### config.mk
export PLATFORM = sky130hd
export DESIGN_NAME = gb_processor
export DESIGN_NICKNAME = d
export VERILOG_FILES = /design/src/rtl/gb_pkg.sv /design/src/rtl/gb_alu.sv /design/src/rtl/gb_processor.sv
export SDC_FILE = /design/constraint.sdc
export NUM_CORES = 1
export LEC_CHECK = 0
export CELL_PAD_IN_SITES_DETAIL_PLACEMENT = 1
export CELL_PAD_IN_SITES_GLOBAL_PLACEMENT = 1
export CORE_UTILIZATION = 47
export DETAILED_ROUTE_END_ITERATION = 8
export PLACE_DENSITY_LB_ADDON = 0.08
export REMOVE_ABC_BUFFERS = 1
export SETUP_SLACK_MARGIN = 0.05
export SYNTH_ARGS = -nofsm -noshare
export SYNTH_HDL_FRONTEND = slang
export SYNTH_SLANG_ARGS = --single-unit
export TNS_END_PERCENT = 10
### constraint.sdc
create_clock -name clock -period 4.6 [get_ports clock]
set_clock_uncertainty 0.05 [all_clocks]
set_input_delay 0.92 -clock clock [delete_from_list [all_inputs] [get_ports clock]]
set_output_delay 0.92 -clock clock [all_outputs]
set_load 0.005 [all_outputs]
### src/rtl/gb_pkg.sv
// Shared definitions for the gb_processor ALU datapath: ALU op encoding,
// register codes, flag bit positions and opcode-class decode masks.
package gb_pkg;

  typedef enum logic [2:0] {
    OP_ADD = 3'd0,
    OP_ADC = 3'd1,
    OP_SUB = 3'd2,
    OP_SBC = 3'd3,
    OP_AND = 3'd4,
    OP_XOR = 3'd5,
    OP_OR  = 3'd6,
    OP_CP  = 3'd7
  } alu_op_e;

  localparam logic [2:0] REG_B   = 3'd0;
  localparam logic [2:0] REG_C   = 3'd1;
  localparam logic [2:0] REG_D   = 3'd2;
  localparam logic [2:0] REG_E   = 3'd3;
  localparam logic [2:0] REG_H   = 3'd4;
  localparam logic [2:0] REG_L   = 3'd5;
  localparam logic [2:0] REG_IMM = 3'd6;
  localparam logic [2:0] REG_A   = 3'd7;

  localparam int FLAG_Z = 7;
  localparam int FLAG_N = 6;
  localparam int FLAG_H = 5;
  localparam int FLAG_C = 4;

  // Opcode classes: (instruction & MASK) == MATCH
  localparam logic [7:0] LD_MASK     = 8'hC7;
  localparam logic [7:0] LD_MATCH    = 8'h06;
  localparam logic [7:0] ALU_R_MASK  = 8'hC0;
  localparam logic [7:0] ALU_R_MATCH = 8'h80;
  localparam logic [7:0] ALU_I_MASK  = 8'hC7;
  localparam logic [7:0] ALU_I_MATCH = 8'hC6;

  function automatic logic [7:0] pack_flags(input logic z, input logic n,
                                            input logic h, input logic c);
    return {z, n, h, c, 4'b0000};
  endfunction

endpackage

### src/rtl/gb_alu.sv
// Combinational 8-bit ALU: add/sub with carry, logic ops and compare,
// producing the result, the packed F value and an accumulator write enable.
module gb_alu
  import gb_pkg::*;
(
  input  logic [7:0] a,
  input  logic [7:0] b,
  input  logic       carry_in,
  input  alu_op_e    op,
  output logic [7:0] result,
  output logic [7:0] flags,
  output logic       write_a
);

  logic       cin;
  logic [8:0] full;
  logic [4:0] half;

  always_comb begin
    // NOTE: every output gets a default first so no path leaves a latch.
    result  = 8'h00;
    flags   = 8'h00;
    full    = 9'd0;
    half    = 5'd0;
    write_a = (op != OP_CP);
    cin     = (op == OP_ADC || op == OP_SBC) ? carry_in : 1'b0;

    unique case (op)
      OP_ADD, OP_ADC: begin
        full   = {1'b0, a} + {1'b0, b} + {8'd0, cin};
        half   = {1'b0, a[3:0]} + {1'b0, b[3:0]} + {4'd0, cin};
        result = full[7:0];
        flags  = pack_flags(result == 8'h00, 1'b0, half[4], full[8]);
      end
      OP_SUB, OP_SBC, OP_CP: begin
        // Bit 8 / bit 4 of the widened difference is the borrow out.
        full   = {1'b0, a} - {1'b0, b} - {8'd0, cin};
        half   = {1'b0, a[3:0]} - {1'b0, b[3:0]} - {4'd0, cin};
        result = full[7:0];
        flags  = pack_flags(result == 8'h00, 1'b1, half[4], full[8]);
      end
      OP_AND: begin
        result = a & b;
        flags  = pack_flags(result == 8'h00, 1'b0, 1'b1, 1'b0);
      end
      OP_XOR: begin
        result = a ^ b;
        flags  = pack_flags(result == 8'h00, 1'b0, 1'b0, 1'b0);
      end
      OP_OR: begin
        result = a | b;
        flags  = pack_flags(result == 8'h00, 1'b0, 1'b0, 1'b0);
      end
      default: begin
        result = 8'h00;
        flags  = 8'h00;
      end
    endcase
  end

endmodule

### src/rtl/gb_processor.sv
// LR35902-style ALU datapath: instruction decode, register file, F register
// and a registered {A, F} probe, one instruction per valid clock.
module gb_processor
  import gb_pkg::*;
(
  input  logic        clock,
  input  logic        reset,
  input  logic [7:0]  instruction,
  input  logic [7:0]  data,
  input  logic        valid,
  output logic [15:0] probe
);

  // Indexed by register code; entry REG_IMM is never written.
  logic [7:0] rf [8];
  logic [7:0] f;

  logic       is_ld;
  logic       is_alu_r;
  logic       is_alu_i;
  logic [2:0] dst_code;
  logic [2:0] src_code;
  logic [7:0] operand;
  alu_op_e    alu_op;
  logic [7:0] alu_result;
  logic [7:0] alu_flags;
  logic       alu_write_a;

  assign dst_code = instruction[5:3];
  assign src_code = instruction[2:0];
  assign alu_op   = alu_op_e'(instruction[5:3]);

  assign is_ld    = valid && ((instruction & LD_MASK) == LD_MATCH) && (dst_code != REG_IMM);
  assign is_alu_r = valid && ((instruction & ALU_R_MASK) == ALU_R_MATCH);
  assign is_alu_i = valid && ((instruction & ALU_I_MASK) == ALU_I_MATCH);

  assign operand = (is_alu_i || src_code == REG_IMM) ? data : rf[src_code];

  gb_alu u_alu (
    .a        (rf[REG_A]),
    .b        (operand),
    .carry_in (f[FLAG_C]),
    .op       (alu_op),
    .result   (alu_result),
    .flags    (alu_flags),
    .write_a  (alu_write_a)
  );

  always_ff @(posedge clock or negedge reset) begin
    if (!reset) begin
      // NOTE: the register file is a handful of flops, not a RAM, so every
      // entry is reset; reads straight after reset must return 0.
      for (int i = 0; i < 8; i++) rf[i] <= 8'h00;
      f     <= 8'h00;
      probe <= 16'h0000;
    end else begin
      // NOTE: non-blocking updates so the probe samples pre-edge {A, F},
      // giving its one-cycle lag behind the register file.
      if (is_ld) rf[dst_code] <= data;
      if (is_alu_r || is_alu_i) begin
        if (alu_write_a) rf[REG_A] <= alu_result;
        f <= alu_flags;
      end
      probe <= {rf[REG_A], f};
    end
  end

endmodule

==> out/summary.txt, run 1 <==
Yosys cell types = 58
clock tree root buffer cell = clkbuf_8
Fin Hold WS = 0.334 ns
Die Ht = 101 um
slew margin rel. = 0.378
CP endpoint kind = register
CP startpoint kind = primary input
vias in the first global route = 3913
setup TNS = 0 ns
commonest non-fill, non-tap cell in the layout = dfrtp_1
PD cells = 493 nW/um2
nets@finish = 534
DRC Markers = 0
Synth Register Bits = 72
Mapped Area = 4630 um2
EDFF count, synth = 0
max-cap violations = 0
drt pass-1 iters = 4
Pleak = 2.66 nW
most frequent cells in the layout = 72 x dfrtp_1, 60 x buf_4, 57 x mux2_2
CTS max path bufs = 2
CP max FO = 7
vias after detailed routing = 3640
Routed wire per std cell = 22.0 um
RSZ-0062 raised after global routing = true
Via density = 5.92
Cells after Synth = 397
worst slew pin tran = 0.933 ns
CTS buffer count = 9
Synth-to-Final Area Change = 22.6%
antenna diode count = 0
final wirelength = 13.5 mm
# IOs = 35
RD Place Congestion = 0.958
status = completed
Critical Path AT = 4.75 ns
# setup viols final = 0
initial antenna violation count = 0
sequential-to-total area share from yosys stat = 0.389
total power = 2.79 mW
top_reg_cell synth = dfrtp_1
TritonCTS Sinks = 72
min cycle time layout = 4.50 ns
Clock Latency Late Sink = 0.36 ns
CTS tree = built
Post-DP HPWL = 9.84 mm
final hold vios = 0
Peak Freq = 222 MHz
Starting Density = 0.494
wire length of the first global-routing pass = 21.6 mm
htree depth = 3
number of buffers inserted by port buffering = 30
ratio of final minimum period to clock period = 0.978
asr flop ratio synth = 1.00
largest net degree at the start of global routing = 73
critical path class = primary input to register
final slew viol count = 0
FILL cells = 1005
worst IR drop on VDD = 0.000185 V
number of routed nets with antenna violations = 0
number of synthesis warnings = 0
Die X = 101 um
share of cells above drive strength 1 = 0.329
grt ovf = 0
CP required = 4.85 ns
DIE AREA = 10200 um2
Avg Cell Area, Syn = 11.7 um2
GR Util All Layers = 0.289
Worst-path clk slew = 0.09 ns
core area = 9370 um2
Iteration-0 DRC Markers = 243
std cell rows = 35
Worst Hold Class = register to register
[final timing paths]
kind / startpoint / to / slack (ns) / depth (start not counted)
min in group asynchronous: reset / probe[8]$_DFF_PN0_ / 0.60 / 1
hold / removal: f[6]$_DFFE_PN0N_ / probe[6]$_DFF_PN0_ / 0.33 / 0
max in group asynchronous: reset / rf[26]$_DFFE_PN0P_ / 3.24 / 1
hold reg to reg: f[6]$_DFFE_PN0N_ / probe[6]$_DFF_PN0_ / 0.33 / 0
setup reg to reg: rf[3]$_DFF_PN0_ / f[7]$_DFFE_PN0N_ / 0.90 / 12
setup / recovery: instruction[0] / f[7]$_DFFE_PN0N_ / 0.10 / 14
[metal layers]
layer / wire length (um) / part of all wire / global-route usage / up-vias
met5: 0 / 0 / 0 / -
met4: 244 / 0.018 / 0.0870 / 0
met3: 789 / 0.058 / 0.0518 / 27
met2: 6660 / 0.49 / 0.489 / 123
met1: 5840 / 0.43 / 0.380 / 1870
li1: - / - / - / 1620
[final cells by class]
type	instances	area [um2]	share of cell area
Multi-Input combinational cell	274	2600	0.458
Timing Repair Buffer	92	792	0.140
Inverter	33	124	0.0218
Clock buffer	9	124	0.0218
Tap cell	129	161	0.0285
Clock inverter	6	68.8	0.0121
Sequential cell	72	1800	0.318
[timing repair]
action / 4_1_cts / 5_1_grt
hold buffers: 0 / 0
buffers inserted: 0 / 1
endpoints found under the setup margin: 0 / 2
gates resized for setup: 0 / 4
[synth_stat cells, types with 4 or more instances]
library cell  count  area, um2
xor2_1            5       43.8
a21oi_1          15       75.1
mux2_2           57        642
dfrtp_1          72       1800
nor3_1            4       20.0
mux2i_1          13        130
nand2b_1          9       56.3
nor2_1           14       52.6
o22ai_1          10       62.6
xnor2_1          10       87.6
nand3_1           6       30.0
buf_4             6       45.0
or4_1             5       37.5
a211oi_1          4       30.0
ha_1             30        375
o21ai_0          10       50.1
mux4_2           16        360
nand2_1           9       33.8
clkbuf_1          6       22.5
inv_1            33        124
buf_2             4       20.0
[critical path, cell delays in order]
cell             delay (ns)
clkdlybuf4s50_1        0.52
buf_12                 0.15
buf_4                  0.14
mux4_2                 0.49
mux2_2                 0.30
ha_1                   0.31
inv_1                  0.08
ha_2                   0.22
or3_1                  0.37
o22ai_2                0.17
xnor2_1                0.12
or4_1                  0.54
or3_1                  0.32
nand3_1                0.07
[per-stage QoR]
| step | instance area (um2) | utilization | worst slack, ns | cells |
|---|---|---|---|---|
| 3_3_place_gp | 5470 | 0.583 | -0.124 | 599 |
| 5_1_grt | 5670 | 0.605 | -0.0357 | 615 |
| 2_1_floorplan | 4520 | - | 0.533 | 379 |
| 3_5_place_dp | 5470 | 0.583 | -0.239 | 599 |
| 6_report | 5670 | 0.605 | 0.103 | 615 |
| 4_1_cts | 5660 | 0.604 | 0.124 | 614 |
[state kept, by name (all words and copies together) (netlist names)]
register  count
rf           56
f             4
probe        12
[logic make-up (layout without fill, tap and decap cells)]
kind of cell    Yosys count  in the layout  synth area share
compound gates           66             66            0.0982
xor+xnor                 15             15            0.0284
fa+ha+maj                33             33            0.0941
buf+inv                  54            140            0.0516
flops                    72             72             0.389
mux                      87             87             0.248
other cells               1              4          0.000810
simple gates             69             69            0.0898
[report_power, final]
| part | leakage (nW) | switching, mW | internal, mW |
|---|---|---|---|
| logic | 1.63 | 0.721 | 0.734 |
| registers | 0.939 | 0.0894 | 0.731 |
| clock network | 0.0961 | 0.268 | 0.252 |
| total | 2.66 | 1.08 | 1.72 |
Note: power is estimated with default switching activity, not from simulation.
==> run 2, diff against run 1 <==
--- a/config.mk
+++ b/config.mk
@@ -7,8 +7,10 @@
 export LEC_CHECK = 0
 export CELL_PAD_IN_SITES_DETAIL_PLACEMENT = 1
 export CELL_PAD_IN_SITES_GLOBAL_PLACEMENT = 1
+export CORE_ASPECT_RATIO = 1.4
 export CORE_UTILIZATION = 47
 export DETAILED_ROUTE_END_ITERATION = 8
+export GPL_TIMING_DRIVEN = 0
 export PLACE_DENSITY_LB_ADDON = 0.08
 export REMOVE_ABC_BUFFERS = 1
 export SETUP_SLACK_MARGIN = 0.05
==> run 2 against run 1 <==
Compared with the run above:
- via count down 9.2%
- die area about the same
- clock power up 39%
- clock-buffer cell count up 2
- worst hold slack worse by 0.0071 ns
- cell count down 8.5%
- register-to-register slack worse by 0.09 ns
- final area down 5.2%
- fmax up 2.6%
- first-iteration DRC count down 39%
- worst setup slack better by 0.11 ns
- wire length down 12%
- highest routed layer unchanged
==> out/summary.txt, run 2 (synthesis results as in run 1) <==
vias in the first global route = 3633 (-7.2%)
Inst Count DP = 542 (-9.5%)
Worst path slowest cell = a211oi_1
wire length of the first global-routing pass = 19.5 mm (-9.8%)
Biggest register = rf
final wirelength = 11.8 mm (-12%)
setup TNS = 0 ns (unchanged)
initial antenna violation count = 0 (unchanged)
CP required = 4.82 ns (-0.03 ns)
Crit path top cell by count = or4_1
CTS max path bufs = 2 (unchanged)
CP startpoint kind = primary input
Synth-to-Final Area Change = 16.2%
CTS tree = built
status = completed
htree depth = 3 (unchanged)
global routing's busiest layer = met2
worst slew pin tran = 0.986 ns (+0.0524 ns)
# IOs = 35 (unchanged)
Post-DP HPWL = 8.60 mm (-13%)
Via density = 5.87 (-0.82%)
Starting Density = 0.486 (-0.00727)
CP cell instances = clkdlybuf4s50_1 > mux4_2 > mux2_2 > ha_1 > nor2b_1 > a211oi_1 > or4_1 > o311ai_0 > or4_1 > nand3_1
met2 Use GR = 0.436 (-0.0527)
fin cells = 563 (-8.5%)
nets@finish = 478 (-10%)
PD cells = 493 nW/um2 (+0.16%)
RD Place Congestion = 0.884 (-7.7%)
Peak Freq = 228 MHz (+2.6%)
clock tree root buffer cell = clkbuf_16
final slew viol count = 0 (unchanged)
drt pass-1 iters = 4 (unchanged)
Die X = 85.9 um (-15%)
slew margin rel. = 0.341 (-0.0370)
Critical Path AT = 4.61 ns (-0.14 ns)
GR Util All Layers = 0.254 (-0.0346)
CP endpoint kind = register
max-cap violations = 0 (unchanged)
met3 usage = 0.0360 (-0.0157)
Die Ht = 119 um (+18%)
# setup viols final = 0 (unchanged)
Top Registers = rf x56, probe x12, f x4
Clock Latency Late Sink = 0.34 ns (-0.02 ns)
FILL cells = 972 (-3.3%)
CP max stage delay = 0.61 ns (+0.07 ns)
CP max FO = 9 (+2)
DIE AREA = 10300 um2 (about the same)
final hold vios = 0 (unchanged)
Worst Hold Class = register to register
largest net degree at the start of global routing = 64 (-12%)
most frequent cells in the layout = 72 x dfrtp_1, 57 x mux2_2, 33 x inv_1
antenna diode count = 0 (unchanged)
Pleak = 2.49 nW (-6.4%)
number of buffers inserted by port buffering = 30 (unchanged)
total power = 2.65 mW (-5.0%)
DRC Markers = 0 (unchanged)
worst IR drop on VDD = 0.000272 V (+47%)
number of routed nets with antenna violations = 0 (unchanged)
vias after detailed routing = 3305 (-9.2%)
TritonCTS Sinks = 72 (unchanged)
grt ovf = 0 (unchanged)
core area = 9510 um2 (+1.5%)
commonest non-fill, non-tap cell in the layout = dfrtp_1
std cell rows = 42 (+20%)
RSZ-0062 raised after global routing = false
ratio of final minimum period to clock period = 0.953 (-0.0245)
Routed wire per std cell = 21.0 um (-4.4%)
share of cells above drive strength 1 = 0.248 (-0.0810)
CTS buffer count = 9 (unchanged)
critical path class = primary input to register
Worst-path clk slew = 0.06 ns (-0.03 ns)
min cycle time layout = 4.38 ns (-0.113 ns)
Iteration-0 DRC Markers = 149 (-39%)
met1 GRT Util = 0.313 (-0.0665)
Final Util = 0.565 (-0.0398)
max FFs per register = 56 (unchanged)
[run 2: cell count changes in the layout (fill, tap and decap cells not counted), sizes merged]
| cell | before | now |
|---|---|---|
| buf | 63 | 8 |
| clkdlybuf4s50 | 29 | 20 |
| dlymetal6s2s | 0 | 6 |
| clkbuf | 9 | 12 |
| clkinv | 2 | 0 |
| clkdlybuf4s15 | 0 | 1 |
| clkinvlp | 1 | 2 |
[run 2: worst paths after layout]
kind,from,to,slack [ns],cells past startpoint
setup / recovery,data[2],f[7]$_DFFE_PN0N_,0.22,10
hold / removal,f[6]$_DFFE_PN0N_,probe[6]$_DFF_PN0_,0.33,0
setup reg to reg,rf[0]$_DFF_PN0_,f[7]$_DFFE_PN0N_,0.81,13
hold reg to reg,f[6]$_DFFE_PN0N_,probe[6]$_DFF_PN0_,0.33,0
max in group asynchronous,reset,rf[45]$_DFFE_PN0P_,3.58,2
min in group asynchronous,reset,f[4]$_DFFE_PN0N_,0.36,1
[run 2: repair_timing]
action | CTS | global route
pin swaps | 0 | 0
setup buffers | 0 | 5
setup endpoints to repair | 11 | 2
resized for setup | 12 | 9
hold buffers | 0 | 0
[run 2: stage by stage]
stage / hold WS [ns] / cell area (um2) / setup slack, ns
2_1_floorplan: 0.300 / 4520 / 0.533
3_3_place_gp: 0.309 / 4990 / -1.40
3_5_place_dp: 0.317 / 5010 / -1.44
4_1_cts: 0.329 / 5330 / 0.0654
5_1_grt: 0.352 / 5380 / 0.0697
6_report: 0.327 / 5380 / 0.216
[run 2: per-layer routing]
layer	share of wire	vias up
met5	0	-
li1	-	1506
met3	0.019	22
met1	0.42	1719
met2	0.53	58
met4	0.029	0
[run 2: worst max-delay path, delay by kind of cell]
kind            cells  cell delay (ns)
compound gates      2             0.82
simple gates        4             1.07
fa+ha+maj           1             0.44
mux                 2             0.81
buf+inv             1             0.54
[run 2: area by class of cell]
| cell class | count | area [um2] | area share |
|---|---|---|---|
| well taps | 132 | 165 | 0.0307 |
| flip-flops and latches | 72 | 1800 | 0.335 |
| repair buffers | 36 | 372 | 0.0691 |
| inverters | 33 | 124 | 0.0230 |
| clock inverters | 5 | 62.6 | 0.0116 |
| clock buffers | 11 | 243 | 0.0451 |
| multi-input cells | 274 | 2610 | 0.485 |
[run 2: power by group]
part | internal, mW | switching, mW | leakage, nW
sequential | 0.732 | 0.0845 | 0.939
combinational | 0.496 | 0.620 | 1.41
clock | 0.439 | 0.282 | 0.143
==> run 3, diff against run 2 <==
--- a/config.mk
+++ b/config.mk
@@ -11,9 +11,11 @@
 export CORE_UTILIZATION = 47
 export DETAILED_ROUTE_END_ITERATION = 8
 export GPL_TIMING_DRIVEN = 0
+export HOLD_SLACK_MARGIN = 0.12
 export PLACE_DENSITY_LB_ADDON = 0.08
 export REMOVE_ABC_BUFFERS = 1
 export SETUP_SLACK_MARGIN = 0.05
+export SLEW_MARGIN = 20
 export SYNTH_ARGS = -nofsm -noshare
 export SYNTH_HDL_FRONTEND = slang
 export SYNTH_SLANG_ARGS = --single-unit
==> constraint.sdc (replaced) <==
create_clock -name clock -period 4.6 [get_ports clock]
set_clock_uncertainty 0.05 [all_clocks]
set_input_delay 0.69 -clock clock [delete_from_list [all_inputs] [get_ports clock]]
set_output_delay 0.69 -clock clock [all_outputs]
set_load 0.005 [all_outputs]
==> run 3 against run 2 <==
Compared with the run above:
- global-route usage rose by 0.55 points
- combinational power is essentially flat
- clock-buffer cell count fell by 1
- wire length is 0.34% lower
- worst hold slack got worse by 0.078 ns
- largest power group unchanged
- worst setup slack gained 0.082 ns
- cell count shrank 1.1%
- sequential share of layout area rose by 0.28 points
- power grew 0.99%
- first-iteration DRC count increased by 14%
- highest routed layer unchanged
- via count decreased by 0.91%
==> out/summary.txt, run 3 (synthesis results as in run 1) <==
Finished Cell Area = 5330 um2 (-0.84%)
number of routed nets with antenna violations = 0 (unchanged)
setup TNS = 0 ns (unchanged)
# setup viols final = 0 (unchanged)
Synth-to-Final Area Change = 15.3%
nets@finish = 473 (-1.0%)
TritonCTS Sinks = 72 (unchanged)
critical path class = primary input to register
drt pass-1 iters = 4 (unchanged)
Via density = 5.88 (+0.16%)
CP required = 4.82 ns (about the same)
antenna diode count = 0 (unchanged)
CP startpoint kind = primary input
most frequent cells in the layout = 72 x dfrtp_1, 57 x mux2_2, 33 x inv_1
CTS max path bufs = 2 (unchanged)
Crit path depth = 14 (+4)
commonest non-fill, non-tap cell in the layout = dfrtp_1
RD Place Congestion = 0.884 (unchanged)
Routed wire per std cell = 21.2 um (+0.74%)
min cycle time layout = 4.30 ns (-0.0816 ns)
RSZ-0062 raised after global routing = false
# IOs = 35 (unchanged)
Worst-path clk slew = 0.06 ns (about the same)
Post-Place Worst Slack = -0.764 ns (+0.679 ns)
Pleak = 2.43 nW (-2.7%)
Die Ht = 119 um (unchanged)
status = completed
vias after detailed routing = 3275 (-0.91%)
slew margin rel. = 0.332 (-0.00820)
r2r worst-path depth = 13 (unchanged)
GR Util All Layers = 0.260 (+0.00547)
largest net degree at the start of global routing = 42 (-34%)
FILL cells = 993 (+2.2%)
Top Registers = rf x56, probe x12, f x4
PD cells = 503 nW/um2 (+1.8%)
worst IR drop on VDD = 0.000299 V (+9.9%)
htree depth = 3 (unchanged)
share of cells above drive strength 1 = 0.235 (-0.0130)
Worst Hold Class = primary input to asynchronous set/reset pin
max-cap violations = 0 (unchanged)
DRC Markers = 0 (unchanged)
DIE AREA = 10300 um2 (unchanged)
clock tree root buffer cell = clkbuf_16
Critical Path AT = 4.53 ns (-0.08 ns)
Iteration-0 DRC Markers = 170 (+14%)
std cell rows = 42 (unchanged)
final wirelength = 11.8 mm (-0.34%)
CTS buffer count = 9 (unchanged)
Starting Density = 0.486 (unchanged)
R2R Path End = f[7]$_DFFE_PN0N_
CP max FO = 8 (-1)
CP endpoint kind = register
Peak Freq = 232 MHz (+1.9%)
initial antenna violation count = 0 (unchanged)
final hold vios = 0 (unchanged)
Clock Latency Late Sink = 0.34 ns (about the same)
Crit path max-delay family = simple AND/OR/NAND/NOR gates
Area after DPL = 5000 um2 (-0.25%)
final slew viol count = 0 (unchanged)
worst r2r src = rf[0]$_DFF_PN0_
Post-DP HPWL = 8.67 mm (+0.78%)
Reg area = 1800 um2 (unchanged)
CP max stage delay = 0.54 ns (-0.07 ns)
CP cell instances = clkdlybuf4s50_1 > mux4_2 > mux2i_4 > xor2_1 > ha_1 > a21o_1 > inv_1 > fa_1 > a21boi_1 > o22ai_2 > xnor2_1 > or4_1 > or3_1 > nand3_1
Worst path slowest cell = or4_1
setup ws final = 0.297 ns (+0.0816 ns)
max FFs per register = 56 (unchanged)
Worst Path Buf+Inv = 2 (+1)
worst slew pin tran = 1.00 ns (+0.0154 ns)
Multi-input gate area = 2610 um2 (-0.14%)
Biggest register = rf
vias in the first global route = 3742 (+3.0%)
number of buffers inserted by port buffering = 30 (unchanged)
R2R setup slack = 0.71 ns (-0.10 ns)
Die X = 85.9 um (unchanged)
total power = 2.68 mW (+0.99%)
wire length of the first global-routing pass = 19.9 mm (+1.8%)
core area = 9510 um2 (unchanged)
CTS tree = built
grt ovf = 0 (unchanged)
ratio of final minimum period to clock period = 0.935 (-0.0177)
run 3: cell types whose count changed in the layout (fill, tap and decap cells not counted), sizes merged:
| cell | change |
|---|---|
| clkinv | +2 |
| dlygate4sd2 | +1 |
| clkinvlp | -1 |
| inv | -2 |
| buf | -5 |
| bufinv | +1 |
| clkdlybuf4s50 | +6 |
| dlymetal6s2s | -6 |
| clkbuf | -2 |
run 3: how the worst max path moves through the flow:
stage | endpoint | from | slack [ns]
floorplan | f[7]$_DFFE_PN0N_ | instruction[0] | 0.76
global placement | f[7]$_DFFE_PN0N_ | instruction[0] | -1.17
detailed placement | f[7]$_DFFE_PN0N_ | instruction[1] | -0.76
CTS | f[7]$_DFFE_PN0N_ | data[0] | 0.06
global route | f[7]$_DFFE_PN0N_ | data[0] | 0.06
finish | f[7]$_DFFE_PN0N_ | data[0] | 0.30
run 3: stage by stage:
step | cells | util | hold slack [ns]
finish | 557 | 0.561 | 0.248
global route | 557 | 0.561 | 0.280
CTS | 557 | 0.560 | 0.256
detailed placement | 542 | 0.526 | 0.317
global placement | 541 | 0.524 | 0.309
floorplan | 379 | - | 0.300
run 3: area by class of cell:
type / instances / area share
repair buffers: 31 / 0.0591
flip-flops and latches: 72 / 0.338
clock buffers: 10 / 0.0448
inverters: 33 / 0.0232
multi-input cells: 274 / 0.489
clock inverters: 5 / 0.0153
well taps: 132 / 0.0310
run 3: where the power goes:
part | total (mW) | switching, mW | internal, mW | leakage [nW]
Combinational | 1.11 | 0.617 | 0.489 | 1.33
Clock | 0.757 | 0.271 | 0.486 | 0.155
Sequential | 0.817 | 0.0843 | 0.732 | 0.939
Total | 2.68 | 0.973 | 1.71 | 2.43
run 3: worst register-to-register path: stages (launching register included):
cell      delay, ns
dfrtp_1        0.47
mux4_2         0.53
mux2i_4        0.29
xor2_1         0.19
ha_1           0.17
a21o_1         0.10
inv_1          0.05
fa_1           0.43
a21boi_1       0.26
o22ai_2        0.15
xnor2_1        0.21
or4_1          0.54
or3_1          0.32
nand3_1        0.07
run 3: timing repair:
item	4_1_cts	5_1_grt
setup buffers	0	0
setup endpoints to repair	6	1
gates cloned	0	0
hold buffers	0	0
gates resized for setup	5	2
pin swaps	0	0
endpoints found under the hold margin	0	0
run 3: routing by layer:
layer,track usage,wire length [um],part of all wire
met1,0.316,4760,0.40
met2,0.457,6380,0.54
met3,0.0388,327,0.028
met4,0.106,338,0.029
met5,0,0,0
